## src/rtl/countdown_timer_bcd_pkg.sv

```systemverilog
// Shared types and constants for the M:SS BCD countdown timer.
package countdown_pkg;

  localparam int          BCD_W    = 4;
  localparam logic [3:0]  BCD_MAX  = 4'd9;
  localparam logic [3:0]  DSEC_MAX = 4'd5;

  typedef enum logic [1:0] {
    IDLE  = 2'd0,
    RUN   = 2'd1,
    PAUSE = 2'd2,
    DONE  = 2'd3
  } state_e;

  // A keyed digit is accepted only if it is BCD and the seconds digit can
  // legally move into the tens-of-seconds position.
  function automatic logic entry_ok(input logic [BCD_W-1:0] digit_in,
                                    input logic [BCD_W-1:0] sec_cur);
    return (digit_in <= BCD_MAX) && (sec_cur <= DSEC_MAX);
  endfunction

endpackage

```

## src/rtl/countdown_timer_bcd_if.sv

```systemverilog
// Control/strobe and display bundle of the countdown timer.
interface countdown_timer_bcd_if;
  import countdown_pkg::*;

  // Every input is a 1-cycle strobe sampled on each rising clock edge; there
  // is no ready/backpressure, so a strobe is consumed in the cycle it is high.
  logic             tick_in;
  logic [BCD_W-1:0] digit_in;
  logic             digit_valid;
  logic             start;
  logic             stop;
  logic             clear;
  logic [BCD_W-1:0] min;
  logic [BCD_W-1:0] dsec;
  logic [BCD_W-1:0] sec;
  logic             running;
  logic             done;
  logic             alarm;
  logic [1:0]       state_dbg;

  modport master (
    output tick_in, digit_in, digit_valid, start, stop, clear,
    input  min, dsec, sec, running, done, alarm, state_dbg
  );

  modport slave (
    input  tick_in, digit_in, digit_valid, start, stop, clear,
    output min, dsec, sec, running, done, alarm, state_dbg
  );

endinterface

```

## src/rtl/countdown_timer_bcd_digit_down.sv

```systemverilog
// One BCD digit of a borrow-chained down counter (wraps 0 -> max_i).
module bcd_digit_down
  import countdown_pkg::*;
(
  input  logic [BCD_W-1:0] digit_i,
  input  logic [BCD_W-1:0] max_i,
  input  logic             dec_i,
  output logic [BCD_W-1:0] digit_o,
  output logic             borrow_o
);

  always_comb begin
    digit_o  = digit_i;
    borrow_o = 1'b0;
    if (dec_i) begin
      if (digit_i == '0) begin
        digit_o  = max_i;
        borrow_o = 1'b1;
      end else begin
        digit_o  = digit_i - 4'd1;
      end
    end
  end

endmodule

```

## src/rtl/countdown_timer_bcd.sv

```systemverilog
// M:SS BCD countdown timer with keypad shift entry.
// Build option: define COUNTDOWN_PRESCALER_EN to derive the tick internally.
module countdown_timer_bcd
  import countdown_pkg::*;
#(
  parameter int unsigned TICK_DIV = 50_000_000,
  parameter int unsigned DIV_W    = 26
) (
  input  logic                 clk,
  input  logic                 rst_n,
  countdown_timer_bcd_if.slave bus
);

  localparam logic [1:0] S_IDLE  = IDLE;
  localparam logic [1:0] S_RUN   = RUN;
  localparam logic [1:0] S_PAUSE = PAUSE;
  localparam logic [1:0] S_DONE  = DONE;

  logic [1:0]       state_q, state_d;
  logic [BCD_W-1:0] min_q, min_d;
  logic [BCD_W-1:0] dsec_q, dsec_d;
  logic [BCD_W-1:0] sec_q, sec_d;
  logic             done_q, done_d;
  logic             running_q, alarm_q;
  logic             tick;

`ifdef COUNTDOWN_PRESCALER_EN
  logic [DIV_W-1:0] div_q, div_d;
  logic             unused_tick_in;

  assign unused_tick_in = bus.tick_in;
  assign tick = (state_q == S_RUN) && (div_q == DIV_W'(TICK_DIV - 1));

  // Restarting at zero on RUN entry puts the first decrement TICK_DIV cycles after start.
  always_comb begin
    div_d = div_q;
    if (bus.clear) begin
      div_d = '0;
    end else if ((state_q != S_RUN) && (state_d == S_RUN)) begin
      div_d = '0;
    end else if (state_q == S_RUN) begin
      div_d = tick ? '0 : div_q + 1'b1;
    end
  end

  always_ff @(posedge clk) begin
    if (!rst_n) div_q <= '0;
    else        div_q <= div_d;
  end
`else
  logic unused_cfg;

  assign unused_cfg = ^{TICK_DIV[0], DIV_W[0]};
  assign tick       = bus.tick_in;
`endif

  logic [BCD_W-1:0] sec_nxt, dsec_nxt, min_nxt;
  logic             sec_borrow, dsec_borrow, unused_min_borrow;
  logic             nxt_zero, time_zero;

  bcd_digit_down u_sec (
    .digit_i (sec_q),
    .max_i   (BCD_MAX),
    .dec_i   (tick),
    .digit_o (sec_nxt),
    .borrow_o(sec_borrow)
  );

  bcd_digit_down u_dsec (
    .digit_i (dsec_q),
    .max_i   (DSEC_MAX),
    .dec_i   (sec_borrow),
    .digit_o (dsec_nxt),
    .borrow_o(dsec_borrow)
  );

  bcd_digit_down u_min (
    .digit_i (min_q),
    .max_i   (BCD_MAX),
    .dec_i   (dsec_borrow),
    .digit_o (min_nxt),
    .borrow_o(unused_min_borrow)
  );

  assign time_zero = (min_q == '0) && (dsec_q == '0) && (sec_q == '0);
  assign nxt_zero  = (min_nxt == '0) && (dsec_nxt == '0) && (sec_nxt == '0);

  // Priority: clear > stop > start > tick > digit_valid.
  always_comb begin
    state_d = state_q;
    min_d   = min_q;
    dsec_d  = dsec_q;
    sec_d   = sec_q;
    done_d  = 1'b0;
    if (bus.clear) begin
      state_d = S_IDLE;
      min_d   = '0;
      dsec_d  = '0;
      sec_d   = '0;
    end else begin
      case (state_q)
        S_IDLE: begin
          if (bus.start && !time_zero) begin
            state_d = S_RUN;
          end else if (bus.digit_valid && entry_ok(bus.digit_in, sec_q)) begin
            min_d  = dsec_q;
            dsec_d = sec_q;
            sec_d  = bus.digit_in;
          end
        end
        S_RUN: begin
          if (bus.stop) begin
            state_d = S_PAUSE;
          end else if (tick) begin
            min_d  = min_nxt;
            dsec_d = dsec_nxt;
            sec_d  = sec_nxt;
            if (nxt_zero) begin
              state_d = S_DONE;
              done_d  = 1'b1;
            end
          end
        end
        S_PAUSE: begin
          if (bus.start) state_d = S_RUN;
        end
        default: ;
      endcase
    end
  end

  always_ff @(posedge clk) begin
    if (!rst_n) begin
      state_q   <= S_IDLE;
      min_q     <= '0;
      dsec_q    <= '0;
      sec_q     <= '0;
      done_q    <= 1'b0;
      running_q <= 1'b0;
      alarm_q   <= 1'b0;
    end else begin
      state_q   <= state_d;
      min_q     <= min_d;
      dsec_q    <= dsec_d;
      sec_q     <= sec_d;
      done_q    <= done_d;
      running_q <= (state_d == S_RUN);
      alarm_q   <= (state_d == S_DONE);
    end
  end

  assign bus.min       = min_q;
  assign bus.dsec      = dsec_q;
  assign bus.sec       = sec_q;
  assign bus.running   = running_q;
  assign bus.done      = done_q;
  assign bus.alarm     = alarm_q;
  assign bus.state_dbg = state_q;

endmodule

```

## src/flat_wrapper.sv

```systemverilog
// flat-port wrapper written by rule: the top's interface ports become plain ports
module countdown_timer_bcd_flat import countdown_pkg::*;
#(
  parameter int unsigned TICK_DIV = 50_000_000,
  parameter int unsigned DIV_W    = 26
)
  (clk, rst_n, bus_tick_in, bus_digit_in, bus_digit_valid, bus_start, bus_stop, bus_clear, bus_min, bus_dsec, bus_sec, bus_running, bus_done, bus_alarm, bus_state_dbg);
  countdown_timer_bcd_if bus_i ();
  input  logic clk;
  input  logic rst_n;
  input wire logic [$bits(bus_i.tick_in)-1:0] bus_tick_in;
  input wire logic [$bits(bus_i.digit_in)-1:0] bus_digit_in;
  input wire logic [$bits(bus_i.digit_valid)-1:0] bus_digit_valid;
  input wire logic [$bits(bus_i.start)-1:0] bus_start;
  input wire logic [$bits(bus_i.stop)-1:0] bus_stop;
  input wire logic [$bits(bus_i.clear)-1:0] bus_clear;
  output wire logic [$bits(bus_i.min)-1:0] bus_min;
  output wire logic [$bits(bus_i.dsec)-1:0] bus_dsec;
  output wire logic [$bits(bus_i.sec)-1:0] bus_sec;
  output wire logic [$bits(bus_i.running)-1:0] bus_running;
  output wire logic [$bits(bus_i.done)-1:0] bus_done;
  output wire logic [$bits(bus_i.alarm)-1:0] bus_alarm;
  output wire logic [$bits(bus_i.state_dbg)-1:0] bus_state_dbg;
  assign bus_i.tick_in = bus_tick_in;
  assign bus_i.digit_in = bus_digit_in;
  assign bus_i.digit_valid = bus_digit_valid;
  assign bus_i.start = bus_start;
  assign bus_i.stop = bus_stop;
  assign bus_i.clear = bus_clear;
  assign bus_min = bus_i.min;
  assign bus_dsec = bus_i.dsec;
  assign bus_sec = bus_i.sec;
  assign bus_running = bus_i.running;
  assign bus_done = bus_i.done;
  assign bus_alarm = bus_i.alarm;
  assign bus_state_dbg = bus_i.state_dbg;
  countdown_timer_bcd #(.TICK_DIV(TICK_DIV), .DIV_W(DIV_W)) u_core (.clk(clk), .rst_n(rst_n), .bus(bus_i));
endmodule
```

## config.mk

```make
export PLATFORM = sky130hd
export DESIGN_NAME = countdown_timer_bcd_flat
export DESIGN_NICKNAME = d
export VERILOG_FILES = /design/src/rtl/countdown_timer_bcd_pkg.sv /design/src/rtl/countdown_timer_bcd_if.sv /design/src/rtl/countdown_timer_bcd_digit_down.sv /design/src/rtl/countdown_timer_bcd.sv /design/src/flat_wrapper.sv
export SDC_FILE = /design/constraint.sdc
export NUM_CORES = 1
export LEC_CHECK = 0
export CAP_MARGIN = 20
export CORE_UTILIZATION = 50
export DETAILED_ROUTE_END_ITERATION = 10
export PLACE_DENSITY = 0.78
export SLEW_MARGIN = 20
export SYNTH_ARGS = -nofsm -noshare
export SYNTH_HDL_FRONTEND = slang
export SYNTH_SLANG_ARGS = --single-unit
export TNS_END_PERCENT = 50
```

## constraint.sdc

```tcl
create_clock -name clk -period 3.9 [get_ports clk]
set_input_delay 0.975 -clock clk [delete_from_list [all_inputs] [get_ports clk]]
set_output_delay 0.975 -clock clk [all_outputs]
set_load 0.01 [all_outputs]
```

* After elaboration in Yosys (flattened, before gate mapping) *
Index checks and enable logic that the tools add are counted.

word-level totals
  input bits = 11
  register bits after elaboration = 17
  output and inout bits = 17

cells by class
  add/sub/neg operators = 3
  bitwise gates (word level) = 3
  $lt $le $gt $ge = 2
  reduce and logical (&&, ||, !) cells = 19
  eq/ne operators = 8
  multiplexer cells = 33

operators with widths
  operator               number
  $mux W4                18
  $logic_not A4 Y1       6
  $pmux W4 S2            3
  $mux W2                6
  $sub A4 B1 Y4 const B  3
  $logic_and A1 B1 Y1    7
  $ne A2 B2 Y1 const B   3
  $pmux W2 S3            1
  $mux W1                5
  $reduce_and A5 Y1      1
  $reduce_or A5 Y1       1
  $eq A2 B1 Y1 const B   2
  $eq A2 B2 Y1 const B   2
  $le A4 B3 Y1 const B   1
  $le A4 B4 Y1 const B   1
  $not A1 Y1             3
  $logic_not A2 Y1       1
  $ne A2 B1 Y1 const B   1
  $reduce_bool A2 Y1     1
  $reduce_or A2 Y1       1
  $logic_not A1 Y1       1

* Longest topological paths before layout *
Gate-level depths: netlist of the first run.

  depth after elaboration = 14
  gate-level depth with buffers = 8
  gate-level depth less buffers = 6

* Modules after synthesis *
Synthesis of the first run repeated with hierarchy kept, for this count alone.

second synthesis, totals
  cells, all modules = 177
  area, all modules = 1401.3 µm²

modules (own cells, without submodules)
  module               sequential area each (µm²)  area each (µm²)  instances  cells an instance
  countdown_timer_bcd  340.3                       920.9            1          108
  bcd_digit_down       0.0                         160.2            3          23

* Worst setup path after synthesis of the first run *
Ideal clock, no wire load.

  path type = input -> register
  from = input port bus_tick_in
  to = register u_core.alarm_q, in the netlist u_core.bus.alarm
  required time = 3.833 ns
  data arrival time = 2.740 ns
  library setup time = 0.067 ns
  path buffers = 1
  cell stages on the path = 7
  setup slack = 1.092 ns
  path through = or4b_4 -> or3_1 -> buf_2 -> o21a_1 -> a2111o_1 -> or2_1 -> a21oi_2

between the ends
  word-level cells in the longest chain between the ends = 12

ends and longest elaborated chain
  element                            RTL line                              text
  start: declaration                 flat_wrapper.sv:11                    input wire logic [$bits(bus_i.tick_in)-1:0] bus_tick_in;
  $mux W1 (2 in series)              countdown_timer_bcd_digit_down.sv:15  if (dec_i) begin
  $mux W4                            countdown_timer_bcd_digit_down.sv:15
  $logic_not A4 Y1                   countdown_timer_bcd.sv:86             assign nxt_zero = (min_nxt == '0) && (dsec_nxt == '0) && (sec_nxt == '0);
  $logic_and A1 B1 Y1 (2 in series)  countdown_timer_bcd.sv:86
  $mux W2                            countdown_timer_bcd.sv:118            if (nxt_zero) begin
  $mux W2 *                          countdown_timer_bcd.sv:114            end else if (tick) begin
  $mux W2 *                          countdown_timer_bcd.sv:112            if (bus.stop) begin
  $pmux W2 S3 *                      countdown_timer_bcd.sv:101            case (state_q)
  $mux W2 *                          countdown_timer_bcd.sv:95             if (bus.clear) begin
  $eq A2 B2 Y1 *                     countdown_timer_bcd.sv:148            alarm_q <= (state_d == S_DONE);
  end signal: assignment             countdown_timer_bcd.sv:148
  end: declaration                   countdown_timer_bcd.sv:24             logic running_q, alarm_q;

Mark *: on every way between the ends. The rest lies on a longest branch, timed or not.
A chain may end at the register's enable or synchronous reset.

* Final worst setup path of the first run *
Same ends and word-level chain as after synthesis.

==> results of run 1 <==
==> cell type report <==
type / count / share of cell area [%]
Clock buffer: 3 / 1.616
Clock inverter: 1 / 0.3591
Timing Repair Buffer: 29 / 20.47
Multi-Input combinational cell: 122 / 50.18
Inverter: 2 / 0.5386
Tap cell: 27 / 2.424
Sequential cell: 17 / 24.42
==> sequential cells by signal, indices dropped and copies added (netlist names) <==
name                  count
u_core.bus.state_dbg      2
u_core.bus.min            4
u_core.bus.sec            4
u_core.bus.running        1
u_core.bus.dsec           4
u_core.bus.alarm          1
u_core.bus.done           1
==> per-stage QoR <==
step | total power, µW | instances | setup WS (ps)
CTS | 352.5 | 201 | 765.8
finish | 350.5 | 201 | 738.7
global route | 369.5 | 201 | 693.5
global placement | 256.1 | 197 | 494.2
detailed placement | 256.7 | 197 | 447.7
floorplan | 230.4 | 153 | 1092
==> synth_stat cells, types with 2 or more instances <==
library cell / number
a22oi_1: 2
nand2_1: 22
a211o_1: 2
o32ai_1: 2
a21oi_1: 14
mux2i_1: 2
o21ai_0: 11
nand3_1: 4
inv_1: 2
nor2_1: 19
nor3_1: 5
nor4b_1: 3
nor2b_1: 3
o21a_1: 2
clkbuf_1: 8
nor4_1: 3
nand2b_1: 3
a31o_2: 2
o31ai_1: 5
dfxtp_1: 17
==> routing by layer <==
metal / up-vias / routed length [µm]
met5: - / 0
met4: 0 / 55
met3: 7 / 251
met2: 67 / 1441
met1: 558 / 1245
li1: 599 / -
==> report_power, final <==
part	leakage [µW]	internal, µW	switching (µW)	total (µW)
Sequential	0.000137	176	5.11	181
Clock	0.0000177	38.3	58.3	96.6
Combinational	0.000337	32.3	40.5	72.9
Total	0.000491	247	104	350
==> cell usage in the layout, fill, tap and decap left out, drive strengths merged, types with 3 or more instances in the layout <==
| master | n |
|---|---|
| o31ai | 5 |
| nor4b | 3 |
| nor2 | 19 |
| nor4 | 3 |
| nor2b | 3 |
| a21oi | 15 |
| nand3 | 4 |
| nand2 | 22 |
| nor3 | 5 |
| o21ai | 11 |
| dfxtp | 17 |
| clkbuf | 3 |
| clkdlybuf4s50 | 27 |
| nand2b | 3 |
==> worst register-to-register path, stage by stage (launching register included) <==
cell	delay, ps
dfxtp_1	410
nor4_1	470
nand2_1	180
o211ai_1	300
a21boi_0	750
nand2_1	130
a31o_2	280
==> logic make-up after synthesis <==
family,Yosys count,share of synthesized area [%]
and+or+nand+nor,70,31.49
buffers and inverters,14,5.889
DFF,17,30.80
AOI/OAI and AO/OA,50,30.01
muxes,2,1.812
==> worst max path at each step <==
stage,endpoint,from,depth (start not counted)
3_3_place_gp,u_core.bus.alarm,bus_tick_in,7
5_1_grt,u_core.bus.alarm,bus_tick_in,7
4_1_cts,u_core.bus.alarm,bus_tick_in,7
3_5_place_dp,u_core.bus.alarm,bus_tick_in,7
6_report,u_core.bus.alarm,bus_tick_in,7
2_1_floorplan,u_core.bus.alarm,bus_tick_in,7
==> out/results.ini, run 1 <==
[layout]
post-route-util_pct=68.94
nets=186
finish.instance_area_um2=1394
syn_to_final_growth_pct=26.16
fill_cells=191
multi_input_area_um2=699.4
seq_area_um2=340.3
drive_gt1_share_pct=7.471
diodes=0

[sta]
maxSlewHeadroom_pct=41.11
fin_crit_sh_pct=81.06
fin_setup_tns_ps=0
max_clock_freq_mhz=316.3
hold_violations=0
finClkSkew_ps=3.277
drv_slew=0
rsz0062_at_grt=false
worstMarginPinSlew_ps=875.6
setup_viol=0
min_period_ps=3161
worst_hold_slack_ps=542.5

[critical_path]
start_kind=input pin
reg2reg_to=u_core.bus.dsec[0]
rr_worst_depth=6
r2r_start=u_core.bus.dsec[2]
max_stage_delay_ps=530
worstSetupPathType=in2reg
required_ps=4130
critPathBufInv=1
cp-end-kind=register
worstPathMaxFanout=6
crit_chain=clkdlybuf4s50_1, or4b_4, or3_1, o21a_1, a2111o_1, or2_1, a21oi_2
arrival_ps=3390
crit_slowest_cell=clkdlybuf4s50_1
cp_top_family=simple AND/OR/NAND/NOR gates
rrSetupSlack_ps=1300

[global_route]
grt_pass1_wl_um=5071
overflow=0
grt-busiest-layer=met2
antenna_found_initial=0
met1_usage_pct=35.63
grt_start_max_net_pins=17
grt_util_met3_pct=3.115
grt_usage_pct=27.35
gr-usage-met2_pct=45.60
first_global_vias=1115

[route]
ant_nets=0
routedWlPerCell_um=14.90
routed_wl_um=2994
drt-initial-drc-count=70
drt_pre_antenna_iters=4
vias=1231
drc=0
viasPerCell=6.124

[placed_design]
placed_area_um2=1366
place.gp.congestion=0.9139
dp_hpwl_um=2149
port_buffers=27

[cts]
numCtsBuffers=3
cts_root_buf=clkbuf_4
cts_resized=0
cts_buffer_depth=2
cts_setup_buffers=0
cts_tree=yes
clk_pin_slew_ps=100
cts_max_level=1
clk_latency_ps=300
cts_sinks=17
postCtsHoldBufs=0

[floorplanning]
core_um2=2022
io-pin-count=28
die_w_um=49.01
rows=16
initial_core_util_pct=54.64
die_h_um=49.01
dieArea_um2=2401

[logic_synthesis]
ys.warnings.count=0
async_flop_share_pct=0
synth_area_per_cell_um2=7.221
netlist_top_cells_area=dfxtp_1 31%, nand2_1 7.5%, nor2_1 6.5%, a21oi_1 6.3%, o21ai_0 5.0%
synth_flop_cell=dfxtp_1
yosysSeqAreaShare_pct=30.80
synth_cells=153
synth.distinct_cells=42
synth-edff-count=0
post-synth-top-area-cell=dfxtp_1
ys_ff_latch=17
synth_top_area_share_pct=30.80
synth.net_count=164
syn-cell-area_um2=1105

[power_and_ir_drop]
leakage_uw=0.0004914
powerDensity_nw_per_um2=251.4
ir_drop_v=0.0002545

[hold_path]
holdPathEnd=u_core.bus.min[3]
holdCritPathClass=reg2reg
hold_depth=2
hold_path.startpoint=u_core.bus.min[3]

[run]
drv_cap=0

[run_status]
outcome=complete, no violations

(Power assumes the default switching activity.)
==> run 2, diff against run 1 <==
Settings changed: CORE_UTILIZATION 50 to 43, PLACE_DENSITY 0.78 to 0.71.
Clock period 3.9 ns to 2.9 ns, I/O delays scaled along.
==> run 2 against run 1 <==
Compared with the run above:
- clock power up 42%
- non-clock buffer count up 10
- total power up 42%
- cell area up 5.6%
- sequential share of layout area down 1.3 points
- global-route usage down 1.6 points
- sequential power up 35%
- combinational power up 59%
- worst setup slack worse by 620 ps
- register-to-register slack worse by 850 ps
- hold slack better by 6.1 ps
==> out/results.ini, run 2 (synthesis results as in run 1) <==
[run_status]
outcome=complete, no violations

[layout]
post-route-util_pct=59.94  ; -9.0 points
drive_gt1_share_pct=11.96  ; +4.5 points
layout_commonest_cell=clkdlybuf4s50_1
finish.instance_area_um2=1471  ; +5.6%
nets=196  ; +5.4%
mostFrequentLayoutCells=27 x clkdlybuf4s50_1, 22 x nand2_1, 19 x nor2_1
syn_to_final_growth_pct=33.18
diodes=0  ; unchanged

[placed_design]
post-place-ws_ps=-181.1  ; -628.8 ps
placed_area_um2=1445  ; +5.8%
place.gp.congestion=0.8756  ; -4.2%
port_buffers=27  ; unchanged
dp_hpwl_um=2326  ; +8.2%

[power_and_ir_drop]
p_sw_uw=148.7  ; +43%
internal_power_uw=348.3  ; +41%
power_frac_clock_pct=27.6  ; about the same
powerDensity_nw_per_um2=337.8  ; +34%
leakage_uw=0.0005365  ; +9.2%
p_seq_share_pct=49.1  ; -2.6 points
switching_share_pct=29.92  ; +0.27 points
ir_drop_v=0.0002086  ; -18%
power_frac_comb_pct=23.3  ; +2.5 points

[route]
vias=1264  ; +2.7%
viasPerCell=5.907  ; -3.6%
drc=0  ; unchanged
drt_pre_antenna_iters=4  ; unchanged
routedWlPerCell_um=14.78  ; -0.80%
routed_wl_um=3162  ; +5.6%
drt-initial-drc-count=54  ; -23%
ant_nets=0  ; unchanged

[critical_path]
start_kind=input pin
worstPathMaxFanout=3  ; -3
cp-end-kind=register
worstSetupPathType=in2reg
rr_worst_depth=6  ; unchanged
reg2reg_to=u_core.bus.dsec[2]
required_ps=3140  ; -990 ps
rrSetupSlack_ps=450  ; -850 ps
arrival_ps=3020  ; -370 ps
r2r_start=u_core.bus.state_dbg[0]
crit_path_start=bus_tick_in
endpoint=u_core.bus.min[0]

[cts]
cts_root_buf=clkbuf_4
cts_tree=yes
cts_sinks=17  ; unchanged
numCtsBuffers=3  ; unchanged
cts_max_level=1  ; unchanged
cts_resized=0  ; unchanged
postCtsHoldBufs=0  ; unchanged
cts_buffer_depth=2  ; unchanged
cts_setup_buffers=0  ; unchanged
clk_pin_slew_ps=110  ; about the same
clk_latency_ps=300  ; about the same

[sta]
min_period_ps=2781
worst_hold_slack_ps=548.6  ; +6.068 ps
setup_ws_ps=119.1  ; -619.6 ps
hold_violations=0  ; unchanged
worstMarginPinSlew_ps=499.7  ; -375.8 ps
fin_crit_sh_pct=95.89
finClkSkew_ps=5.131  ; +1.854 ps
drv_slew=0  ; unchanged
max_clock_freq_mhz=359.6
rsz0062_at_grt=false
setup_viol=0  ; unchanged
maxSlewHeadroom_pct=66.68  ; +26 points

[hold_path]
holdCritPathClass=reg2reg

[floorplanning]
dieArea_um2=2776  ; +16%
die_w_um=52.69  ; +7.5%
io-pin-count=28  ; unchanged
initial_core_util_pct=45.01  ; -9.6 points
die_h_um=52.69  ; +7.5%
core_um2=2455  ; +21%
rows=18  ; +2

[global_route]
antenna_found_initial=0  ; unchanged
grt_start_max_net_pins=15  ; -2
overflow=0  ; unchanged
grt_usage_pct=25.78  ; -1.6 points
grt_pass1_wl_um=5285  ; +4.2%
first_global_vias=1150  ; +3.1%

[run]
drv_cap=0  ; unchanged

run 2: area by class of cell:
type / instances / area (µm²)
multi-input cells: 122 / 699.4
well taps: 30 / 37.54
inverters: 2 / 7.507
flip-flops and latches: 17 / 340.3
repair buffers: 39 / 360.3
clock buffers: 4 / 26.28
fillers: 248 / 983.4
run 2: per-stage QoR:
step | total power (µW) | TNS (ps) | std cells
after CTS | 499.1 | 0 | 214
after detailed placement | 363.7 | -660.8 | 210
after global routing | 523.1 | 0 | 214
final | 497.0 | 0 | 214
after floorplan | 309.8 | 0 | 153
after global placement | 362.0 | -535.4 | 210
run 2: worst min path at each step:
stage                            startpoint            endpoint  depth (start not counted)
global route              u_core.bus.min[1]   u_core.bus.min[1]                          2
global placement          u_core.bus.min[1]   u_core.bus.min[1]                          2
floorplan                u_core.bus.dsec[3]  u_core.bus.dsec[3]                          2
detailed placement        u_core.bus.min[3]   u_core.bus.min[3]                          2
CTS                       u_core.bus.min[3]   u_core.bus.min[3]                          2
finish              u_core.bus.state_dbg[1]    u_core.bus.alarm                          2
run 2: critical path, cell delays in order:
cell	delay (ps)
clkdlybuf4s50_1	480
or4b_4	470
or3_1	360
buf_4	160
or4_1	420
o21ai_0	170
nand3_1	100
a21oi_1	130
run 2: power groups by stage:
stage	clock (µW)	sequential (µW)	combinational, µW
4_1_cts	140	244	115
3_5_place_dp	0	249	115
6_report	137	244	116
2_1_floorplan	0	246	63.4
3_3_place_gp	0	249	113
5_1_grt	151	245	127
run 2: per-layer routing:
metal | track usage (%) | share of wire, % | vias to the layer above
li1 | - | - | 621
met1 | 35.92 | 44 | 590
met2 | 40.93 | 49 | 49
met3 | 3.478 | 6.1 | 4
met4 | 7.018 | 0.79 | 0
met5 | 0 | 0 | -
